<file path="config.mk">
export PLATFORM = sky130hd
export DESIGN_NAME = posit_scale_stage
export DESIGN_NICKNAME = d
export VERILOG_FILES = /design/src/rtl/posit_pkg.sv /design/src/rtl/posit_skid_buf.sv /design/src/rtl/posit_scale_stage.sv
export SDC_FILE = /design/constraint.sdc
export NUM_CORES = 1
export LEC_CHECK = 0
export CAP_MARGIN = 20
export CORE_ASPECT_RATIO = 2
export CORE_UTILIZATION = 35
export DETAILED_ROUTE_END_ITERATION = 8
export GPL_ROUTABILITY_DRIVEN = 1
export SYNTH_ARGS = -nofsm -noshare
export SYNTH_HDL_FRONTEND = slang
export SYNTH_HIERARCHICAL = 1
export SYNTH_SLANG_ARGS = --single-unit
</file>
<file path="constraint.sdc">
create_clock -name clk -period 2.2 [get_ports clk]
set_clock_uncertainty 0.05 [all_clocks]
set_input_delay 0.33 -clock clk [delete_from_list [all_inputs] [get_ports clk]]
set_output_delay 0.33 -clock clk [all_outputs]
set_load 0.01 [all_outputs]
</file>
<file path="src/rtl/posit_pkg.sv">
// posit_pkg: shared posit-64 (es=4) decode constants and the decoded-field record.
package posit_pkg;
  localparam int N  = 64;
  localparam int ES = 4;
  localparam int RS = 7;
  localparam int FS = N - ES - 3;
  localparam int SS = RS + ES;
  typedef struct packed {
    logic          sign;
    logic          zero;
    logic          nar;
    logic [SS-1:0] scale;
    logic [FS:0]   mant;
  } posit_dec_t;
endpackage

</file>
<file path="src/rtl/posit_skid_buf.sv">
// posit_skid_buf: 2-entry valid/ready FIFO whose in_ready depends only on registered occupancy.
module posit_skid_buf #(
  parameter int W = 8
) (
  input  logic         clk,
  input  logic         rst_n,
  input  logic         in_valid,
  output logic         in_ready,
  input  logic [W-1:0] in_data,
  output logic         out_valid,
  input  logic         out_ready,
  output logic [W-1:0] out_data
);
  logic [1:0]   cnt;
  logic [W-1:0] head, tail;
  logic         push, pop;
  assign in_ready  = cnt != 2'd2;
  assign out_valid = cnt != 2'd0;
  assign out_data  = head;
  assign push      = in_valid && in_ready;
  assign pop       = out_valid && out_ready;
  always_ff @(posedge clk) begin
    if (!rst_n) begin
      cnt  <= '0;
      head <= '0;
      tail <= '0;
    end else begin
      cnt <= cnt + 2'(push) - 2'(pop);
      if (push && (cnt == 2'd0 || pop))
        head <= in_data;
      else if (pop && cnt == 2'd2)
        head <= tail;
      if (push)
        tail <= in_data;
    end
  end
endmodule

</file>
<file path="src/rtl/posit_scale_stage.sv">
// posit_scale_stage: merges regime/exponent into a signed scale, adds the hidden bit, and registers via a skid buffer.
module posit_scale_stage
  import posit_pkg::*;
#(
  parameter int N  = 64,
  parameter int ES = 4,
  parameter int RS = 7,
  parameter int FS = N - ES - 3,
  parameter int SS = RS + ES
) (
  input  logic          clk,
  input  logic          rst_n,
  input  logic          in_valid,
  output logic          in_ready,
  input  logic          in_sign,
  input  logic          in_zero,
  input  logic          in_nar,
  input  logic [RS-1:0] in_regi,
  input  logic [ES-1:0] in_expo,
  input  logic [FS-1:0] in_frac,
  output logic          out_valid,
  input  logic          out_ready,
  output logic          out_sign,
  output logic          out_zero,
  output logic          out_nar,
  output logic [SS-1:0] out_scale,
  output logic [FS:0]   out_mant,
  output logic [15:0]   nar_count
);
  posit_dec_t d, q;
  logic       special;
  assign special = in_zero || in_nar;
  // k*2^ES + e in RS+ES bits is exactly the concatenation {k, e}
  always_comb begin
    d       = '0;
    d.sign  = in_sign;
    d.nar   = in_nar;
    d.zero  = in_zero && !in_nar;
    d.scale = special ? '0 : {in_regi, in_expo};
    d.mant  = special ? '0 : {1'b1, in_frac};
  end
  posit_skid_buf #(.W($bits(posit_dec_t))) u_buf (
    .clk      (clk),
    .rst_n    (rst_n),
    .in_valid (in_valid),
    .in_ready (in_ready),
    .in_data  (d),
    .out_valid(out_valid),
    .out_ready(out_ready),
    .out_data (q)
  );
  assign out_sign  = q.sign;
  assign out_zero  = q.zero;
  assign out_nar   = q.nar;
  assign out_scale = q.scale;
  assign out_mant  = q.mant;
  always_ff @(posedge clk) begin
    if (!rst_n)
      nar_count <= '0;
    else if (out_valid && out_ready && out_nar && nar_count != 16'hFFFF)
      nar_count <= nar_count + 16'd1;
  end
endmodule

</file>
Word-level counts from Yosys, hierarchy flattened
Index checks and enable logic that the tools add are counted.
W data, S select, Z words.
{ "word_totals": {"mem_bits_rw": 0, "latch_bits": 0, "romBits": 0, "output_inout_bits": 90, "n_memories": 0, "wordCells": 27, "ff_bits": 162} }
{ "classes": {"div": 0, "multipliers": 0, "n_shift": 0, "mux": 4, "eq_ne": 3, "reduce_logical": 13, "n_addsub": 3, "n_bitwise": 0, "order_cmp": 0} }
{ "ops": {"columns": ["op", "n"], "rows": [
  ["$mux W72", 2],
  ["$mux W58", 1],
  ["$add A16 B1 Y16 const B", 1],
  ["$ne A16 B16 Y1 const B", 1],
  ["$mux W11", 1],
  ["$logic_and A1 B1 Y1", 7],
  ["$reduce_bool A2 Y1", 2],
  ["$add A2 B1 Y2", 1],
  ["$eq A2 B2 Y1 const B", 1],
  ["$logic_not A2 Y1", 1],
  ["$logic_or A1 B1 Y1", 2],
  ["$ne A2 B2 Y1 const B", 1],
  ["$sub A2 B1 Y2", 1],
  ["$logic_not A1 Y1", 1]
]} }

Depth between registers and ports, before layout
Gate-level depths: netlist of the first run.
{ "logic_depth": {"depth_word": 5, "mapped_depth": 8, "ltp_nobuf": 7} }

By module
Netlist of the first run, hierarchy kept.
{ "modules_own_cells": {"columns": ["module", "cells_each", "n_inst", "area_each_um2", "seq_area_each_um2"], "rows": [
  ["posit_skid_buf", 695, 1, 5709.2, 2922.8],
  ["posit_scale_stage", 175, 1, 1290.0, 320.3]
]} }

Worst setup path before layout of the first run
Ideal clock, no wire load.
{ "synth_path": {"path_type": "register -> register", "from": "register u_buf.cnt[1]", "to": "register nar_count[15]", "period_less_slack_ns": 1.945, "t_arrival_ns": 1.825, "setup_ns": 0.070, "path_stages_with_launch": 7, "slack_ns": 0.255, "path_buffers": 0, "path_cell_list": "dfxtp_1 nor2_2 inv_1 nand3_1 or4b_4 or4_1 a21oi_1"} }
{ "synth_between": {"elab_chain_len": 4} }
{ "synth_lines": {"columns": ["item", "line", "source"], "rows": [
  ["from (decl)", "posit_skid_buf.sv:14", "logic [1:0] cnt;"],
  ["from (signal assigned)", "posit_skid_buf.sv:28", "cnt <= cnt + 2'(push) - 2'(pop);"],
  ["$reduce_bool A2 Y1", "posit_skid_buf.sv:18", "assign out_valid = cnt != 2'd0;"],
  ["net out_valid", "posit_scale_stage.sv:21", "output logic out_valid,"],
  ["$logic_and A1 B1 Y1 (3 in series)", "posit_scale_stage.sv:60", "else if (out_valid && out_ready && out_nar && nar_count != 16'hFFFF)"],
  ["to (signal assigned)", "posit_scale_stage.sv:61", "nar_count <= nar_count + 16'd1;"],
  ["to (decl)", "posit_scale_stage.sv:28", "output logic [15:0] nar_count"]
]} }
The timed path passes the listed nets, and every way through them passes these cells.
A chain may end at the register's enable or synchronous reset.

Worst setup path in the final report of the first run
{ "layout_path": {"from": "register u_buf.cnt[0]", "to": "register nar_count[15]"} }
{ "layout_between": {"elab_chain_len": 4} }
{ "layout_lines": {"columns": ["item", "line"], "rows": [
  ["$reduce_bool A2 Y1", "posit_skid_buf.sv:18"],
  ["$logic_and A1 B1 Y1 (3 in series)", "posit_scale_stage.sv:60"]
]} }
No other way between the ends.

==> results of run 1 <==
[cell families (layout without fill, tap and decap cells)]
family | Yosys count | count (layout)
simple gates | 342 | 342
fa+ha+maj | 2 | 2
flops | 162 | 162
compound gates | 282 | 282
xor+xnor | 2 | 2
mux | 2 | 2
buf+inv | 78 | 233
other cells | 0 | 1
[placed cells by master (no fill, tap or decap), types with 3 or more instances in the layout]
| cell | instances |
|---|---|
| inv_1 | 5 |
| or4_1 | 8 |
| nor2_1 | 3 |
| clkdlybuf4s50_1 | 163 |
| o31ai_1 | 9 |
| o21ai_1 | 7 |
| buf_4 | 18 |
| o21ai_0 | 34 |
| a22oi_2 | 5 |
| a21oi_1 | 189 |
| a22oi_1 | 31 |
| clkbuf_16 | 17 |
| inv_6 | 6 |
| buf_12 | 13 |
| and2_1 | 70 |
| or3_1 | 3 |
| dfxtp_1 | 161 |
| nand2_1 | 187 |
| nand4_1 | 7 |
| a21oi_2 | 3 |
| nand3_1 | 40 |
| bufinv_16 | 4 |
[routing by layer]
layer  vias to the layer above  track usage (%)  routed length (um)
met5                         -                0                   0
met4                         0             8.72                 572
met3                        27             2.80                 742
met2                       178             37.5               10900
met1                      3058             22.7                8120
li1                       3278                -                   -
[how the worst max path moves through the flow]
stage,depth (start not counted),slack (ns),from,end
finish,6,0.20,u_buf/cnt[0],nar_count[15]
global route,6,0.07,u_buf/cnt[0],nar_count[15]
CTS,6,0.13,u_buf/cnt[0],nar_count[15]
detailed placement,5,-0.06,out_ready,nar_count[15]
global placement,5,-0.05,out_ready,nar_count[15]
floorplan,6,0.26,u_buf/cnt[1],nar_count[15]
[final cells by class]
cell class | count | area [um2]
Fill cell | 1975 | 9860
Antenna cell | 1 | 2.50
Timing Repair Buffer | 195 | 2030
Tap cell | 259 | 324
Clock inverter | 14 | 211
Inverter | 6 | 23.8
Sequential cell | 162 | 3240
Multi-Input combinational cell | 630 | 3320
Clock buffer | 18 | 439
[sequential cells by signal, indices dropped and copies added (netlist names)]
register	flops
u_buf/cnt	2
u_buf/tail	72
nar_count	16
u_buf/out_data	72
[power by group]
| group | switching (mW) | leakage (nW) | internal (mW) |
|---|---|---|---|
| clock | 1.29 | 0.317 | 1.97 |
| combinational | 1.37 | 1.61 | 1.08 |
| sequential | 0.190 | 1.32 | 3.23 |
[worst reg2reg max path, stage by stage, from the launching register on]
cell     delay [ns]
dfxtp_2        0.38
nor2_2         0.08
inv_1          0.12
nand3_1        0.17
or4b_4         0.53
or4_1          0.47
a21oi_1        0.14
[what timing repair did]
| item | in CTS | in global routing |
|---|---|---|
| gates resized for setup | 0 | 1 |
| endpoints found under the setup margin | 0 | 1 |
| hold endpoints to repair | 0 | 0 |
| hold buffers | 0 | 0 |
[stage by stage]
stage	setup TNS (ns)	worst slack, ns	util [%]	instances	cell area (um2)
after floorplan	0	0.255	-	870	7000
after global placement	-0.0451	-0.0451	46.0	1252	8940
after detailed placement	-0.0575	-0.0575	46.0	1252	8940
after CTS	0	0.127	49.3	1284	9590
after global routing	0	0.0655	49.3	1285	9600
final	0	0.202	49.3	1285	9600
==> metrics.log, run 1 <==
[metrics] drt wl/cell: 15.9 um
[metrics] total gr overflow: 0
[metrics] clock tree sinks: 162
[metrics] WHS Path Cells: 2
[metrics] Worst EP arrival: 2.30 ns
[metrics] fraction of the yosys area taken by sequential cells: between 40% and 50%
[metrics] post-synthesis instance total: 870
[metrics] end of the worst register-to-register path: nar_count[15]
[metrics] number of enable flip-flop cells after synthesis: 0
[metrics] Slew @ Worst Pin: 0.520 ns
[metrics] Synth area leader: dfxtp_1
[metrics] source of the worst register-to-register timing path: u_buf/cnt[0]
[metrics] Synth Warn #: 6
[metrics] classification of the worst-slack hold path: input port to flip-flop
[metrics] Hold Path End: u_buf/cnt[0]
[metrics] multiplexer fraction of the synthesized cell area: 0.286%
[metrics] worst endpoint required time: 2.50 ns
[metrics] number of iterations in the first detailed-routing pass: 5
[metrics] TritonCTS clock tree: built
[metrics] parity-gate share of the synthesized area counting xor and xnor cells: less than 1%
[metrics] GPL Wtd Cong: ~0.77
[metrics] delay of the slowest cell on the worst path: approximately 0.53 ns
[metrics] type of the setup path with the least slack: flip-flop to flip-flop
[metrics] flops & latches, synth: 162
[metrics] share of the synthesized area in the top cell type: 46.3%
[metrics] DRC Markers: 0
[metrics] synth-to-layout area growth: 37.1%
[metrics] cell types with the highest counts after synthesis: 189 x a21oi_1, 188 x nand2_1, 162 x dfxtp_1, 71 x and2_1, 40 x nand3_1
[metrics] Syn Area/Cell: 8.05 um2
[metrics] maximum frequency from static timing analysis: 500 MHz
[metrics] Hold Fails Final Rpt: 0
[metrics] P per Cell Area: approximately 950 nW/um2
[metrics] post-route clock period utilization: 90.8%
[metrics] Primary FF master, synth: dfxtp_1
[metrics] global-route wire length before repair: 32700 um
[metrics] Std-Cell Rows: 72
[metrics] post-synthesis compound-gate area fraction: between 20% and 30%
[metrics] main combinational cell family by area after synthesis: simple AND/OR/NAND/NOR gates
[metrics] number of CTS-inserted buffers: 17
[metrics] half-perimeter wire length after placement: 12800 um
[metrics] Crit. End Element: flip-flop
[metrics] Async SR Flop Fraction: 0%
[metrics] final-report max-slew violation count: 0
[metrics] remaining number of nets flagged by the antenna check after routing: 0
[metrics] kind of cell with the highest combined delay on the critical path: simple AND/OR/NAND/NOR gates
[metrics] leakage power: 3.24 nW
[metrics] post-layout min period: 2.00 ns
[metrics] number of DRC markers after the initial detailed-route iteration: 402
[metrics] worst relative slew slack: 65.3%
[metrics] max_cap viols: 0
[metrics] vertical extent of the die: around 200 um
[metrics] Core Footprint: roughly 20000 um2
[metrics] R2R Setup Slk: 0.20 ns
[metrics] peak ir drop on the vdd network: 0.529 mV
[metrics] DIE WIDTH: 102 um
[metrics] Root Buffer Master: clkbuf_16
[metrics] number of buffers added on ports: 164
[metrics] library cell with the highest instance count after synthesis: a21oi_1
[metrics] source of the worst hold timing path: rst_n
[metrics] number of global-route vias before repair: 6227
[metrics] distinct cell type count of the synthesized netlist: 46
[metrics] all-layer global routing usage: 20.4%
[metrics] fraction of final layout cells with drive strength greater than 1: 8.78%
[metrics] startpoint types: flip-flop
[metrics] total detailed-routing wirelength: between 20000 and 25000 um
[metrics] Total Die Area: 20600 um2
[metrics] total number of vias: 6541
[metrics] cells on worst reg2reg path: 6
[metrics] Via-to-Cell Ratio: 5.09
[metrics] largest net degree at the start of global routing: 65
[metrics] # IOs: 165
[metrics] CTS clk-pin slew, worst paths: around 0.070 ns
[metrics] starting utilization of the core area: 36.0%
[metrics] Post-Synth Simple-Gate Area: 23.7%
[metrics] Net Count, Synth: 947
[metrics] RSZ-0062 raised after global routing: false
[metrics] Final nets: 1089
[metrics] largest fanout of any net on the critical path: 6
[metrics] hold slack final: ~0.17 ns
[metrics] number of setup violations in the final report: 0
[metrics] area of the mapped netlist: 7000 um2
[metrics] largest cells by area after synthesis: dfxtp_1 46%, a21oi_1 14%, nand2_1 10%, and2_1 6.3%, a22oi_1 3.3%
[metrics] Synth Area in Adders: less than 1%
[metrics] Max clock buf depth: 2
[metrics] H-tree levels: 4
[metrics] antenna violations before repair: 1
[metrics] clock latency on the worst-skew pair: 0.42 ns
[metrics] outcome: completed
[metrics] post-CTS setup-driven buffer insertion count: 0
[metrics] Max stage delay cell, worst path: or4b_4
[metrics] overall power consumption: around 9.1 mW
[metrics] number of buffer and inverter instances along the worst setup path: 1
[metrics] series of cell instances along the critical path: nor2_2, inv_1, nand3_1, or4b_4, or4_1, a21oi_1
(Power assumes the default switching activity.)
==> run 2, diff against run 1 <==
--- a/config.mk
+++ b/config.mk
@@ -7,9 +7,12 @@
 export LEC_CHECK = 0
 export CAP_MARGIN = 20
 export CORE_ASPECT_RATIO = 2
-export CORE_UTILIZATION = 35
+export CORE_UTILIZATION = 50
 export DETAILED_ROUTE_END_ITERATION = 8
 export GPL_ROUTABILITY_DRIVEN = 1
+export PLACE_DENSITY = 0.8
+export SETUP_SLACK_MARGIN = 0.05
+export SKIP_CTS_REPAIR_TIMING = 1
 export SYNTH_ARGS = -nofsm -noshare
 export SYNTH_HDL_FRONTEND = slang
 export SYNTH_HIERARCHICAL = 1
==> run 2 against run 1 <==
  * Hold slack gained 0.013 ns
  * Combinational power is essentially flat
  * Maximum frequency grew 0.76%
  * Critical endpoint is now out_valid
  * Die area shrank 30%
==> metrics.log, run 2 (synthesized netlist as in run 1, its figures left out) <==
[metrics] outcome: completed (unchanged)
[metrics] combinational power share: 27.9% (was 26.8%)
[metrics] Worst EP arrival: 1.60 ns (was 2.30 ns)
[metrics] Std-Cell Rows: 60 (was 72)
[metrics] clock latency on the worst-skew pair: 0.42 ns (about the same)
[metrics] switching power: 2.80 mW (was 2.85 mW)
[metrics] most common library cell in the layout ignoring fill and taps: a21oi_1 (unchanged)
[metrics] Core Footprint: 13600 um2 (was 19500 um2)
[metrics] end of the worst register-to-register path: nar_count[15] (unchanged)
[metrics] post-place instance area: 8820 um2 (was 8940 um2)
[metrics] TritonCTS clock tree: built (unchanged)
[metrics] start point of the critical path: u_buf/cnt[0] (unchanged)
[metrics] hold slack final: 0.181 ns (was 0.168 ns)
[metrics] post-layout min period: 1.98 ns (was 2.00 ns)
[metrics] antenna violations before repair: 1 (unchanged)
[metrics] Max stage delay cell, worst path: clkdlybuf4s50_1 (was or4b_4)
[metrics] final-report max-slew violation count: 0 (unchanged)
[metrics] starting utilization of the core area: 51.5% (was 36.0%)
[metrics] number of cells on the critical path: 3 (was 6)
[metrics] remaining number of nets flagged by the antenna check after routing: 0 (unchanged)
[metrics] DIE WIDTH: 85.7 um (was 102 um)
[metrics] number of global-route vias before repair: 6139 (was 6227)
[metrics] internal power: 5.90 mW (was 6.28 mW)
[metrics] final instance area: 9400 um2 (was 9600 um2)
[metrics] Total Die Area: 14500 um2 (was 20600 um2)
[metrics] overall power consumption: 8.70 mW (was 9.13 mW)
[metrics] startpoint types: flip-flop (unchanged)
[metrics] peak ir drop on the vdd network: 0.598 mV (was 0.529 mV)
[metrics] WHS Path Cells: 3 (was 2)
[metrics] max_cap viols: 0 (unchanged)
[metrics] series of cell instances along the critical path: nor2_2, inv_1, clkdlybuf4s50_1 (was nor2_2, inv_1, nand3_1, or4b_4, or4_1, a21oi_1)
[metrics] largest fanout of any net on the critical path: 6 (unchanged)
[metrics] Hold Fails Final Rpt: 0 (unchanged)
[metrics] R2R Setup Slk: 0.22 ns (was 0.20 ns)
[metrics] classification of the worst-slack hold path: input port to flip-flop (unchanged)
[metrics] Setup WS pre-CTS: -0.0465 ns (was -0.0575 ns)
[metrics] vertical extent of the die: 169 um (was 202 um)
[metrics] Crit. End Element: output pin (was flip-flop)
[metrics] number of CTS-inserted buffers: 17 (unchanged)
[metrics] smallest setup slack after layout: 0.217 ns (was 0.202 ns)
[metrics] Slew @ Worst Pin: 0.648 ns (was 0.520 ns)
[metrics] commonest non-fill, non-tap cells in the layout: 189 x a21oi_1, 187 x nand2_1, 163 x clkdlybuf4s50_1 (unchanged)
[metrics] RSZ-0062 raised after global routing: false (unchanged)
[metrics] Root Buffer Master: clkbuf_16 (unchanged)
[metrics] post-route clock period utilization: 90.1% (was 90.8%)
[metrics] number of setup violations in the final report: 0 (unchanged)
[metrics] # IOs: 165 (unchanged)
[metrics] type of the setup path with the least slack: flip-flop to output pin (was flip-flop to flip-flop)
[metrics] source of the worst register-to-register timing path: u_buf/cnt[1] (was u_buf/cnt[0])
[metrics] H-tree levels: 4 (unchanged)
[metrics] Via-to-Cell Ratio: 5.48 (was 5.09)
[metrics] total detailed-routing wirelength: 18700 um (was 20400 um)
[metrics] number of buffer and inverter instances along the worst setup path: 2 (was 1)
[metrics] leakage power: 3.19 nW (was 3.24 nW)
[metrics] kind of cell with the highest combined delay on the critical path: buffers and inverters (was simple AND/OR/NAND/NOR gates)
[metrics] synth-to-layout area growth: 34.3% (was 37.1%)
[metrics] CTS clk-pin slew, worst paths: 0.06 ns (was 0.07 ns)
[metrics] global-route wire length before repair: 30000 um (was 32700 um)
[metrics] power share of the sequential group: 39.3% (was 37.5%)
[metrics] delay of the slowest cell on the worst path: 0.51 ns (was 0.53 ns)
[metrics] half-perimeter wire length after placement: 11900 um (was 12800 um)
[metrics] number of iterations in the first detailed-routing pass: 6 (was 5)
[metrics] number of DRC markers after the initial detailed-route iteration: 431 (was 402)
[metrics] total gr overflow: 0 (unchanged)
[metrics] fraction of power consumed by the clock network: 32.9% (was 35.7%)
[metrics] cells on worst reg2reg path: 6 (unchanged)
[metrics] worst endpoint required time: 1.82 ns (was 2.50 ns)
[metrics] maximum frequency from static timing analysis: 504 MHz (was 500 MHz)
[metrics] fraction of final layout cells with drive strength greater than 1: 8.89% (was 8.78%)
[metrics] total negative setup slack: 0 ns (unchanged)
[metrics] total number of vias: 6633 (was 6541)
[metrics] number of buffers added on ports: 164 (unchanged)
[metrics] DRC Markers: 0 (unchanged)
[metrics] all-layer global routing usage: 26.1% (was 20.4%)
[metrics] Max clock buf depth: 2 (unchanged)
[metrics] Switching Share: 32.2% (was 31.2%)
[metrics] largest net degree at the start of global routing: 61 (was 65)
[metrics] GPL Wtd Cong: 0.828 (was 0.766)
[metrics] worst relative slew slack: 56.8% (was 65.3%)
[metrics] clock tree sinks: 162 (unchanged)
[metrics] Final nets: 1088 (was 1089)
[metrics] P per Cell Area: 925 nW/um2 (was 952 nW/um2)
[metrics] drt wl/cell: 15.4 um (was 15.9 um)
[metrics] capturing element of the worst setup path: out_valid (was nar_count[15])
## run 2: cell count changes in the layout (fill, tap and decap cells not counted), sizes merged
cell      delta
bufinv       -3
buf          -1
clkbuf       -1
clkinvlp     +1
inv          -2
clkinv       +5
## run 2: final cells by class
type / instances / area, um2
sequential: 162 / 3250
timing repair buffer: 194 / 2000
antenna: 1 / 2.50
clock inverter: 15 / 148
fill: 1097 / 4190
inverter: 6 / 23.8
clock buffer: 17 / 425
multi-input combinational: 630 / 3320
tap: 186 / 233
## run 2: worst min-delay path by stage
stage                                  start                  to  slack, ns
after floorplan               u_buf/tail[58]  u_buf/out_data[58]       0.38
after global placement        u_buf/tail[60]  u_buf/out_data[60]       0.39
after detailed placement  u_buf/out_data[51]  u_buf/out_data[51]       0.39
after CTS                              rst_n       nar_count[14]       0.16
after global routing                   rst_n       nar_count[14]       0.19
final                                  rst_n       nar_count[14]       0.18
## run 2: power by group through the flow
stage / Sequential [mW] / Combinational, mW / Clock [mW]
final: 3.41 / 2.42 / 2.86
after CTS: 3.41 / 2.43 / 2.90
after global routing: 3.45 / 2.62 / 3.04
after floorplan: 3.55 / 1.37 / 0
after global placement: 3.47 / 2.39 / 0
after detailed placement: 3.48 / 2.42 / 0
## run 2: per-layer routing
layer / global-route usage, % / share of wire [%] / up-vias
met4: 13.0 / 3.7 / 0
met1: 29.4 / 38 / 3058
met2: 47.0 / 53 / 243
met3: 3.84 / 4.7 / 46
met5: 0 / 0 / -
li1: - / - / 3286
## run 2: worst reg2reg max path, cell delays in order (launching register included)
cell     delay (ns)
dfxtp_2        0.38
nor2_2         0.08
inv_1          0.11
nand3_1        0.16
or4b_4         0.52
or4_1          0.48
a21oi_1        0.14
## run 2: through the flow
step / cells / util (%)
5_1_grt: 1211 / 69.2
2_1_floorplan: 870 / -
3_3_place_gp: 1178 / 64.9
4_1_cts: 1210 / 69.1
6_report: 1211 / 69.2
3_5_place_dp: 1178 / 64.9
==> run 3, diff against run 2 <==
--- a/config.mk
+++ b/config.mk
@@ -10,6 +10,7 @@
 export CORE_UTILIZATION = 50
 export DETAILED_ROUTE_END_ITERATION = 8
 export GPL_ROUTABILITY_DRIVEN = 1
+export GPL_TIMING_DRIVEN = 0
 export PLACE_DENSITY = 0.8
 export SETUP_SLACK_MARGIN = 0.05
 export SKIP_CTS_REPAIR_TIMING = 1
@@ -17,3 +18,4 @@
 export SYNTH_HDL_FRONTEND = slang
 export SYNTH_HIERARCHICAL = 1
 export SYNTH_SLANG_ARGS = --single-unit
+export TNS_END_PERCENT = 10
==> run 3 against run 2 <==
  * Core utilization increased by 0.49 points
  * Combinational power increased by 5%
  * First-iteration DRC count decreased by 23%
  * Critical path depth increased by 3
  * Highest routed layer unchanged
  * Critical endpoint is now nar_count[15]
==> metrics.log, run 3 (synthesized netlist as in run 1, its figures left out) <==
[metrics] total number of vias: 6847 (was 6633)
[metrics] DRC Markers: 0 (unchanged)
[metrics] type of the setup path with the least slack: flip-flop to flip-flop (was flip-flop to output pin)
[metrics] total detailed-routing wirelength: 20500 um (was 18700 um)
[metrics] number of iterations in the first detailed-routing pass: 5 (was 6)
[metrics] starting utilization of the core area: 51.5% (unchanged)
[metrics] TritonCTS clock tree: built (unchanged)
[metrics] GPL Wtd Cong: 0.829 (was 0.828)
[metrics] worst relative slew slack: 64.3% (was 56.8%)
[metrics] maximum frequency from static timing analysis: 483 MHz (was 504 MHz)
[metrics] H-tree levels: 4 (unchanged)
[metrics] final-report max-slew violation count: 0 (unchanged)
[metrics] Final nets: 1130 (was 1088)
[metrics] outcome: completed (unchanged)
[metrics] largest net degree at the start of global routing: 17 (was 61)
[metrics] Std-Cell Rows: 60 (unchanged)
[metrics] RSZ-0062 raised after global routing: false (unchanged)
[metrics] remaining number of nets flagged by the antenna check after routing: 0 (unchanged)
[metrics] number of CTS-inserted buffers: 17 (unchanged)
[metrics] total gr overflow: 0 (unchanged)
[metrics] Root Buffer Master: clkbuf_16 (unchanged)
[metrics] classification of the worst-slack hold path: flip-flop to flip-flop (was input port to flip-flop)
[metrics] number of buffers added on ports: 164 (unchanged)
[metrics] DIE WIDTH: 85.7 um (unchanged)
[metrics] number of setup violations in the final report: 0 (unchanged)
[metrics] post-layout min period: 2.07 ns (was 1.98 ns)
[metrics] share of the core filled with cells in the final layout: 69.7% (was 69.2%)
[metrics] global-route wire length before repair: 32300 um (was 30000 um)
[metrics] Total Die Area: 14500 um2 (unchanged)
[metrics] # IOs: 165 (unchanged)
[metrics] worst endpoint required time: 2.51 ns (was 1.82 ns)
[metrics] Max clock buf depth: 2 (unchanged)
[metrics] WHS Path Cells: 2 (was 3)
[metrics] fraction of final layout cells with drive strength greater than 1: 9.29% (was 8.89%)
[metrics] peak ir drop on the vdd network: 0.624 mV (was 0.598 mV)
[metrics] leakage power: 3.26 nW (was 3.19 nW)
[metrics] largest fanout of any net on the critical path: 6 (unchanged)
[metrics] number of global-route vias before repair: 6527 (was 6139)
[metrics] total negative setup slack: 0 ns (unchanged)
[metrics] synth-to-layout area growth: 35.3% (was 34.3%)
[metrics] Worst EP arrival: 2.38 ns (was 1.60 ns)
[metrics] antenna violations before repair: 0 (was 1)
[metrics] number of DRC markers after the initial detailed-route iteration: 333 (was 431)
[metrics] startpoint types: flip-flop (unchanged)
[metrics] Core Footprint: 13600 um2 (unchanged)
[metrics] CTS clk-pin slew, worst paths: 0.07 ns (was 0.06 ns)
[metrics] drt wl/cell: 16.4 um (was 15.4 um)
[metrics] vertical extent of the die: 169 um (unchanged)
[metrics] P per Cell Area: 942 nW/um2 (was 925 nW/um2)
[metrics] antenna fix cells: 0 (was 1)
[metrics] Via-to-Cell Ratio: 5.47 (was 5.48)
[metrics] max_cap viols: 0 (unchanged)
[metrics] overall power consumption: 8.92 mW (was 8.70 mW)
[metrics] all-layer global routing usage: 28.5% (was 26.1%)
[metrics] half-perimeter wire length after placement: 14700 um (was 11900 um)
[metrics] clock latency on the worst-skew pair: 0.42 ns (about the same)
[metrics] post-route clock period utilization: 94.1% (was 90.1%)
[metrics] most common library cell in the layout ignoring fill and taps: a21oi_1 (unchanged)
[metrics] clock tree sinks: 162 (unchanged)
[metrics] Hold Fails Final Rpt: 0 (unchanged)
[metrics] Crit. End Element: flip-flop (was output pin)
[metrics] Slew @ Worst Pin: 0.535 ns (was 0.648 ns)
[metrics] cells on worst reg2reg path: 6 (unchanged)
[metrics] commonest non-fill, non-tap cells in the layout: 189 x a21oi_1, 188 x nand2_1, 164 x clkdlybuf4s50_1 (was 189 x a21oi_1, 187 x nand2_1, 163 x clkdlybuf4s50_1)
run 3: cell types whose count changed in the layout (fill, tap and decap cells not counted), moves of 2 or more:
cell | before | now
clkinv_2 | 3 | 0
buf_12 | 11 | 0
clkbuf_1 | 0 | 25
buf_6 | 0 | 13
inv_8 | 2 | 4
clkbuf_2 | 0 | 2
buf_2 | 1 | 22
clkinvlp_4 | 2 | 0
buf_4 | 19 | 10
run 3: path summary, 6_finish.rpt:
check | endpoint | from | slack (ns)
max | nar_count[15] | u_buf/cnt[0] | 0.13
min | u_buf/out_data[51] | u_buf/out_data[51] | 0.40
max reg2reg | nar_count[15] | u_buf/cnt[0] | 0.13
min reg2reg | u_buf/out_data[51] | u_buf/out_data[51] | 0.40
run 3: area by class of cell:
class | count | area (um2)
buffer | 72 | 435
tap | 186 | 233
inverter | 6 | 22.5
timing repair buffer | 164 | 1640
clock buffer | 19 | 443
fill | 1136 | 4120
sequential | 162 | 3240
clock inverter | 13 | 145
multi-input combinational | 630 | 3300
run 3: stage by stage:
| stage | setup slack, ns | area (um2) | hold slack [ns] | instances |
|---|---|---|---|---|
| 2_1_floorplan | 0.255 | 7000 | 0.380 | 870 |
| 3_3_place_gp | -0.471 | 8870 | 0.388 | 1220 |
| 3_5_place_dp | -0.492 | 8870 | 0.392 | 1220 |
| 4_1_cts | -0.0808 | 9460 | 0.402 | 1252 |
| 5_1_grt | 0.0502 | 9470 | 0.418 | 1252 |
| 6_report | 0.129 | 9470 | 0.399 | 1252 |
run 3: routing by layer:
layer	vias to the layer above	global-route usage [%]	share of wire [%]	wire length [um]
met5	-	0	0	0
met4	0	14.1	3.3	670
met3	47	4.82	4.8	976
met2	237	53.8	56	11400
met1	3207	29.7	36	7480
li1	3356	-	-	-
run 3: power breakdown:
part	total, mW	internal, mW	switching (mW)
sequential	3.42	3.23	0.186
combinational	2.55	1.13	1.42
clock	2.95	1.64	1.31
run 3: worst max-delay path: stages (launching register included):
cell,delay [ns]
dfxtp_1,0.42
nor2_2,0.10
inv_1,0.13
nand3_1,0.13
or4b_4,0.54
or4_1,0.48
a21oi_1,0.14
